$ cat src/rtl/j_sertx_pkg.sv
// Shared types and sizing for the j_sertx serial audio transmitter.
package j_sertx_pkg;

    typedef enum logic {
        ST_IDLE = 1'b0,
        ST_RUN  = 1'b1
    } state_e;

    localparam int WIDTH_DEF = 16;

    // Width of the slot counter covering both channel words of one frame.
    function automatic int slot_width(input int width);
        return $clog2(2 * width);
    endfunction

endpackage

$ cat src/rtl/j_sertx_div.sv
// Bit-clock generator: divides sys_clk into sck and flags sck falling edges.
module j_sertx_div (
    input  logic       sys_clk,
    input  logic       resl,
    input  logic       run,
    input  logic [7:0] sdiv,
    output logic       sck,
    output logic       bit_edge
);

    logic [7:0] cnt_q, cnt_d;
    logic [7:0] sdiv_q, sdiv_d;
    logic       sck_q, sck_d;
    logic       tick;

    // NOTE: every signal written here gets a default first, so no latch is inferred.
    always_comb begin
        tick   = run && (cnt_q == sdiv_q);
        cnt_d  = cnt_q + 8'd1;
        sck_d  = sck_q;
        sdiv_d = sdiv_q;
        if (!run) begin
            cnt_d  = '0;
            sck_d  = 1'b0;
            sdiv_d = sdiv;
        end else if (tick) begin
            cnt_d  = '0;
            sck_d  = ~sck_q;
            sdiv_d = sdiv;
        end
    end

    // NOTE: state registers use non-blocking assignments so all flops update together.
    always_ff @(posedge sys_clk) begin
        if (!resl) begin
            cnt_q  <= '0;
            sck_q  <= 1'b0;
            sdiv_q <= '0;
        end else begin
            cnt_q  <= cnt_d;
            sck_q  <= sck_d;
            sdiv_q <= sdiv_d;
        end
    end

    assign sck      = sck_q;
    assign bit_edge = tick & sck_q;

endmodule

$ cat src/rtl/j_sertx.sv
// Serial audio transmitter: per-channel holding registers shifted out MSB-first.
// Optional I2S one-bit data delay is enabled by defining J_SERTX_I2S_DELAY_EN.
module j_sertx
    import j_sertx_pkg::*;
#(
    parameter int WIDTH = WIDTH_DEF
) (
    input  logic             sys_clk,
    input  logic             resl,
    input  logic [WIDTH-1:0] ldata,
    input  logic [WIDTH-1:0] rdata,
    input  logic             wr_l,
    input  logic             wr_r,
    input  logic             en,
    input  logic [7:0]       sdiv,
    input  logic             unr_clr,
    output logic             sck,
    output logic             ws,
    output logic             sdo,
    output logic             req_l,
    output logic             req_r,
    output logic             underrun
);

    localparam int             SW        = slot_width(WIDTH);
    localparam logic [SW-1:0]  SLOT_LAST = SW'(2 * WIDTH - 1);
    localparam logic [SW-1:0]  SLOT_LMAX = SW'(WIDTH - 1);
    localparam logic [SW-1:0]  SLOT_RBEG = SW'(WIDTH);

    state_e            state_q, state_d;
    logic [SW-1:0]     slot_q, slot_d;
    logic [WIDTH-1:0]  shift_q, shift_d;
    logic [WIDTH-1:0]  hold_l_q, hold_l_d, hold_r_q, hold_r_d;
    logic              full_l_q, full_l_d, full_r_q, full_r_d;
    logic              unr_q, unr_d;
    logic              load_l, load_r, unr_set;
    logic              bit_edge;

    j_sertx_div u_div (
        .sys_clk  (sys_clk),
        .resl     (resl),
        .run      (state_q == ST_RUN),
        .sdiv     (sdiv),
        .sck      (sck),
        .bit_edge (bit_edge)
    );

`ifdef J_SERTX_I2S_DELAY_EN
    logic dly_q, dly_d;
`endif

    always_comb begin
        state_d  = state_q;
        slot_d   = slot_q;
        shift_d  = shift_q;
        hold_l_d = hold_l_q;
        hold_r_d = hold_r_q;
        full_l_d = full_l_q;
        full_r_d = full_r_q;
        load_l   = 1'b0;
        load_r   = 1'b0;
`ifdef J_SERTX_I2S_DELAY_EN
        dly_d    = dly_q;
`endif
        unique case (state_q)
            ST_IDLE: begin
                if (en) begin
                    state_d = ST_RUN;
                    slot_d  = '0;
                    load_l  = 1'b1;
                end
            end
            ST_RUN: begin
                if (bit_edge) begin
`ifdef J_SERTX_I2S_DELAY_EN
                    dly_d = shift_q[WIDTH-1];
`endif
                    // Frames always finish; en is only honoured at the frame boundary.
                    if (slot_q == SLOT_LAST) begin
                        slot_d = '0;
                        if (!en) begin
                            state_d = ST_IDLE;
                            shift_d = '0;
`ifdef J_SERTX_I2S_DELAY_EN
                            dly_d   = 1'b0;
`endif
                        end else begin
                            load_l = 1'b1;
                        end
                    end else begin
                        slot_d = slot_q + SW'(1);
                        if (slot_q == SLOT_LMAX) load_r = 1'b1;
                        else                     shift_d = {shift_q[WIDTH-2:0], 1'b0};
                    end
                end
            end
            default: state_d = ST_IDLE;
        endcase

        // A coincident write lands after the load, so the load sees the old word.
        if (load_l) begin
            shift_d  = hold_l_q;
            full_l_d = 1'b0;
        end
        if (load_r) begin
            shift_d  = hold_r_q;
            full_r_d = 1'b0;
        end
        if (wr_l) begin
            hold_l_d = ldata;
            full_l_d = 1'b1;
        end
        if (wr_r) begin
            hold_r_d = rdata;
            full_r_d = 1'b1;
        end

        unr_set = (load_l & ~full_l_q) | (load_r & ~full_r_q);
        if (unr_set)      unr_d = 1'b1;
        else if (unr_clr) unr_d = 1'b0;
        else              unr_d = unr_q;
    end

    always_ff @(posedge sys_clk) begin
        if (!resl) begin
            state_q  <= ST_IDLE;
            slot_q   <= '0;
            shift_q  <= '0;
            hold_l_q <= '0;
            hold_r_q <= '0;
            full_l_q <= 1'b0;
            full_r_q <= 1'b0;
            unr_q    <= 1'b0;
        end else begin
            state_q  <= state_d;
            slot_q   <= slot_d;
            shift_q  <= shift_d;
            hold_l_q <= hold_l_d;
            hold_r_q <= hold_r_d;
            full_l_q <= full_l_d;
            full_r_q <= full_r_d;
            unr_q    <= unr_d;
        end
    end

`ifdef J_SERTX_I2S_DELAY_EN
    always_ff @(posedge sys_clk) begin
        if (!resl) dly_q <= 1'b0;
        else       dly_q <= dly_d;
    end
    assign sdo = dly_q;
`else
    assign sdo = shift_q[WIDTH-1];
`endif

    assign ws       = (slot_q >= SLOT_RBEG);
    assign req_l    = ~full_l_q;
    assign req_r    = ~full_r_q;
    assign underrun = unr_q;

endmodule

$ cat config.mk
export PLATFORM = sky130hd
export DESIGN_NAME = j_sertx
export DESIGN_NICKNAME = d
export VERILOG_FILES = /design/src/rtl/j_sertx_pkg.sv /design/src/rtl/j_sertx_div.sv /design/src/rtl/j_sertx.sv
export SDC_FILE = /design/constraint.sdc
export NUM_CORES = 1
export LEC_CHECK = 0
export CELL_PAD_IN_SITES_DETAIL_PLACEMENT = 0
export CELL_PAD_IN_SITES_GLOBAL_PLACEMENT = 1
export CORE_MARGIN = 2
export CORE_UTILIZATION = 30
export CTS_CLUSTER_SIZE = 24
export DETAILED_ROUTE_END_ITERATION = 8
export PLACE_DENSITY_LB_ADDON = 0.1
export REMOVE_ABC_BUFFERS = 1
export SYNTH_ARGS = -nofsm -noshare
export SYNTH_HDL_FRONTEND = slang
export SYNTH_SLANG_ARGS = --single-unit
$ cat constraint.sdc
create_clock -name sys_clk -period 2.82 [get_ports sys_clk]
set_input_delay 0.564 -clock sys_clk [delete_from_list [all_inputs] [get_ports sys_clk]]
set_output_delay 0.564 -clock sys_clk [all_outputs]
set_load 0.02 [all_outputs]
==> run summary <==
The flow ran to the end, and the final reports show no timing, DRC or antenna violations. Clock tree synthesis selected as its root buffer the cell sky130_fd_sc_hd__clkbuf_8. The tools report the area taken by flip-flops and latches as 1480 um2. The power share of the combinational group came out at 0.114. Summing every instance area after synthesis gives 3330 um2. The repair_antennas step left the layout with diodes totalling 0. The logs give 0 for the number of maximum-capacitance constraint violations and 0 for the final-report max-slew violation count. The hold-critical path depth works out to 2. Clock latency on the worst-skew pair, taken at its later pin, is 0.35 ns. Number of primary I/O pins: 52. Dividing the detail-routed wire length by the instance count gives 14.4 um. The adder-cell area share of the yosys netlist is 0.0188, and the number of synthesized flops with an enable pin is 0. The sequential fraction of the synthesis area is 0.445.

The cell count after synthesis came out at 352. Measured in cells, the most critical reg-to-reg path has a length of 6. Dominant combinational cell family by area after synthesis: simple AND/OR/NAND/NOR gates. The longest clock path from root to sink contains 2 buffers.

For the starting density of the core, the log shows 0.307. The number of levels the H-tree was split into came out at 3. The tools report the via count of the first global-routing pass as 2491.

After detailed placement, the total cell area comes to 3990 um2. The share of final-layout standard cells stronger than drive strength 1 works out to 0.0941. After the first detailed-routing iteration, the DRC count stood at 81. In this run the static leakage power is 0.00164 uW. Cell with the biggest individual delay on the critical path: sky130_fd_sc_hd__nor2_1.

The delay contributed by the slowest stage of the critical path was 0.94 ns; the aggregate global routing overflow was 0. The signal arrival time at the worst endpoint came out at 2.74 ns. Power comes to 2360 uW. The top-area cell type share of the netlist area works out to 0.445.

The placement row count is 38, and the vertical die dimension is 109 um. The run gives 0 as the number of synthesis warnings. The proportion of synthesized flip-flops having asynchronous set or reset was 0. Dividing the detail-routed via count by the number of cells gives 4.72. Detailed placement ended at an HPWL of 5.34 mm. The all-layer global routing usage was 0.138. Setup violations remaining at the end of the flow were counted as 0. Total via count in the routed design: 2565. At the end of routability-driven placement, the weighted congestion stood at 0.724. Count of buffers from port buffering: 51. The tools report the number of hold violations in the final report as 0.

The upper clock frequency limit is 410 MHz. The transition time at the pin with the least slew margin is 1.20 ns, and the clock skew after layout is 0.0118 ns. The run gives 0.476 as the sequential share of power.

TritonCTS built the clock tree. In this run the remaining antenna-violating nets after routing total 0. Post-CTS timing repair inserted 0 buffers for setup. After detailed routing, the total wire length is 7.86 mm. Type of the worst setup path: reg2reg. The pin count of the biggest net entering global routing came out at 50. Once layout is done, the placed cells without fillers occupy 4230 um2.

VDD sags by at most 0.000258 V. After clock tree synthesis, the clock-pin slew on the worst setup and hold paths is 0.08 ns. Simple-gate share of the synthesized area: 0.169. The required time at the endpoint of the critical path came out at 3.12 ns.

The library cell occupying the most area in the post-synthesis netlist was sky130_fd_sc_hd__dfxtp_1. The logs give 0 for the initial antenna violation count and 555 uW for the net switching power. For the internal power summed over all cells, the log shows 1800 uW. Of all nets on the critical path, the largest fanout is 15. STA classifies the critical path endpoint as a flip-flop. In this run, CTS created clock tree buffers numbering 9. After the last flow step, the layout net total stands at 450.

After clock tree synthesis, the repair step resized 0 gates. The detailed-routing iteration count for the pre-antenna-repair pass is 4. Setup repair after global routing left no endpoint under its margin. The min-delay analysis places its worst path in the category reg2reg. Counting flops and latches in the post-synthesis netlist gives 74. In the post-synthesis netlist, the biggest area contributors are sky130_fd_sc_hd__dfxtp_1 (44%), sky130_fd_sc_hd__mux2i_1 (17%), sky130_fd_sc_hd__a22o_1 (7.9%). The share of the synthesized area in compound gates (AO/OA/AOI/OAI) was 0.114; the power per unit of standard cell area was 558 nW/um2. For the distinct cell type count of the synthesized netlist, the log shows 38.

The multi-input combinational cells in the finished layout cover a total of 1720 um2. For this run, design rule violations remaining after detail routing come to 0. Each instance of the synthesized netlist takes up on average 9.46 um2. For the post-route core utilization, the log shows 0.390.

The global-route wire length before repair was 12.6 mm; the fraction of the cycle the final worst path needs was 0.865. The mux share of post-synthesis cell area was 0.165; the part of the power in the clock network was 0.411. After clock tree synthesis, the flow added hold-fix buffers numbering 0. After floorplanning, the core was sized to cover 10800 um2. The area added between synthesis and finish was 26.9%; the area of the die was 12000 um2. The critical path goes through ha_1 > and3_1 > ha_1 > nor2_1 > a22o_1 > a22o_1. The area share of xor/xnor cells in the synthesized design works out to 0.0462. The final critical-path required period was 2.44 ns; the number of sinks driven by the clock tree was 74. The final worst hold slack is 0.494 ns, and the switching portion of total power is 0.236. The type of element launching the critical path was a flip-flop.

In this run the horizontal extent of the chip is 109 um. The most used flip-flop cell after synthesis is sky130_fd_sc_hd__dfxtp_1. The worst relative slew slack is 0.195, and the count of fill cells added during filler insertion is 1127.
==> synth_stat cells, types with 2 or more instances <==
cell type,instances
sky130_fd_sc_hd__clkbuf_1,21
sky130_fd_sc_hd__inv_1,8
sky130_fd_sc_hd__nor3_1,3
sky130_fd_sc_hd__nor3b_1,2
sky130_fd_sc_hd__buf_2,2
sky130_fd_sc_hd__nand2_1,34
sky130_fd_sc_hd__and3_1,3
sky130_fd_sc_hd__xnor2_2,3
sky130_fd_sc_hd__a31oi_1,4
sky130_fd_sc_hd__nor2_1,52
sky130_fd_sc_hd__dfxtp_1,74
sky130_fd_sc_hd__nand3_1,14
sky130_fd_sc_hd__xnor2_1,7
sky130_fd_sc_hd__a22o_1,30
sky130_fd_sc_hd__or3_1,2
sky130_fd_sc_hd__mux2i_1,55
sky130_fd_sc_hd__nand4b_1,2
sky130_fd_sc_hd__nand4_2,2
sky130_fd_sc_hd__xor2_1,5
sky130_fd_sc_hd__ha_1,5
sky130_fd_sc_hd__a21oi_1,5
sky130_fd_sc_hd__nand2b_1,3
==> kinds of logic (layout without fill, tap and decap cells) <==
group | count (synthesis) | count (layout)
DFF | 74 | 74
xor gates and xnor gates | 15 | 15
and+or+nand+nor | 124 | 124
AOI/OAI and AO/OA | 46 | 46
adders and majority gates | 5 | 5
buffers and inverters | 33 | 85
muxes | 55 | 55
==> cells in the final DEF (no fill, tap or decap), types with 3 or more instances in the layout <==
cell and count:
sky130_fd_sc_hd__a21oi_1 5, sky130_fd_sc_hd__a22o_1 30, sky130_fd_sc_hd__a31oi_1 4, sky130_fd_sc_hd__and3_1 3
sky130_fd_sc_hd__buf_4 10, sky130_fd_sc_hd__clkbuf_8 12, sky130_fd_sc_hd__clkdlybuf4s50_1 51, sky130_fd_sc_hd__dfxtp_1 74
sky130_fd_sc_hd__ha_1 5, sky130_fd_sc_hd__inv_1 8, sky130_fd_sc_hd__mux2i_1 55, sky130_fd_sc_hd__nand2_1 34
sky130_fd_sc_hd__nand2b_1 3, sky130_fd_sc_hd__nand3_1 14, sky130_fd_sc_hd__nor2_1 52, sky130_fd_sc_hd__xnor2_1 7
sky130_fd_sc_hd__xnor2_2 3, sky130_fd_sc_hd__xor2_1 5
==> flip-flops by register name (all words and copies together), names as in the netlist <==
signal / cells
full_r_q: 1
underrun: 1
u_div.sck: 1
slot_q: 5
full_l_q: 1
shift_q: 16
state_q: 1
hold_r_q: 16
hold_l_q: 16
u_div.sdiv_q: 8
u_div.cnt_q: 8
==> worst max-delay path, delay by kind of cell (launching register included) <==
kind / cells / cell delay (ns)
compound gates: 2 / 0.45
flops: 1 / 0.34
fa+ha+maj: 2 / 0.48
simple gates: 2 / 1.14
==> through the flow <==
stage	setup slack (ns)	cells	setup TNS [ns]
floorplan	-0.207	327	-3.47
global placement	0.323	528	0
detailed placement	0.249	528	0
CTS	0.355	544	0
global route	0.192	544	0
finish	0.379	544	0
==> power by group through the flow <==
stage	clock network, uW	logic, uW	registers, uW
final	967	268	1120
after global routing	1050	293	1130
after CTS	1000	274	1120
after detailed placement	0	273	1150
after global placement	0	271	1150
after floorplan	0	137	1140
==> metal layers <==
layer  vias up  track usage  wire length [um]
li1       1313            -                 -
met5         -            0                 0
met1      1199        0.186              3860
met3        10       0.0368               293
met4         0       0.0434               102
met2        43        0.216              3600
==> area by class of cell <==
cell class                      count  share of cell area
Clock buffer                       12              0.0391
Multi-Input combinational cell    245               0.406
Tap cell                          140              0.0415
Inverter                            8             0.00711
Timing Repair Buffer               61               0.139
Clock inverter                      4              0.0172
Sequential cell                    74               0.351
==> worst paths after layout <==
check                                               from                  endpoint  slack (ns)
worst max register to register    slot_q[0]$_SDFFE_PN0P_   shift_q[3]$_SDFFE_PN0P_        0.38
worst min-delay path            hold_l_q[9]$_SDFFE_PN0P_  hold_l_q[9]$_SDFFE_PN0P_        0.49
worst max-delay path              slot_q[0]$_SDFFE_PN0P_   shift_q[3]$_SDFFE_PN0P_        0.38
worst min register to register  hold_l_q[9]$_SDFFE_PN0P_  hold_l_q[9]$_SDFFE_PN0P_        0.49
Power figures use the tool's default switching activity.
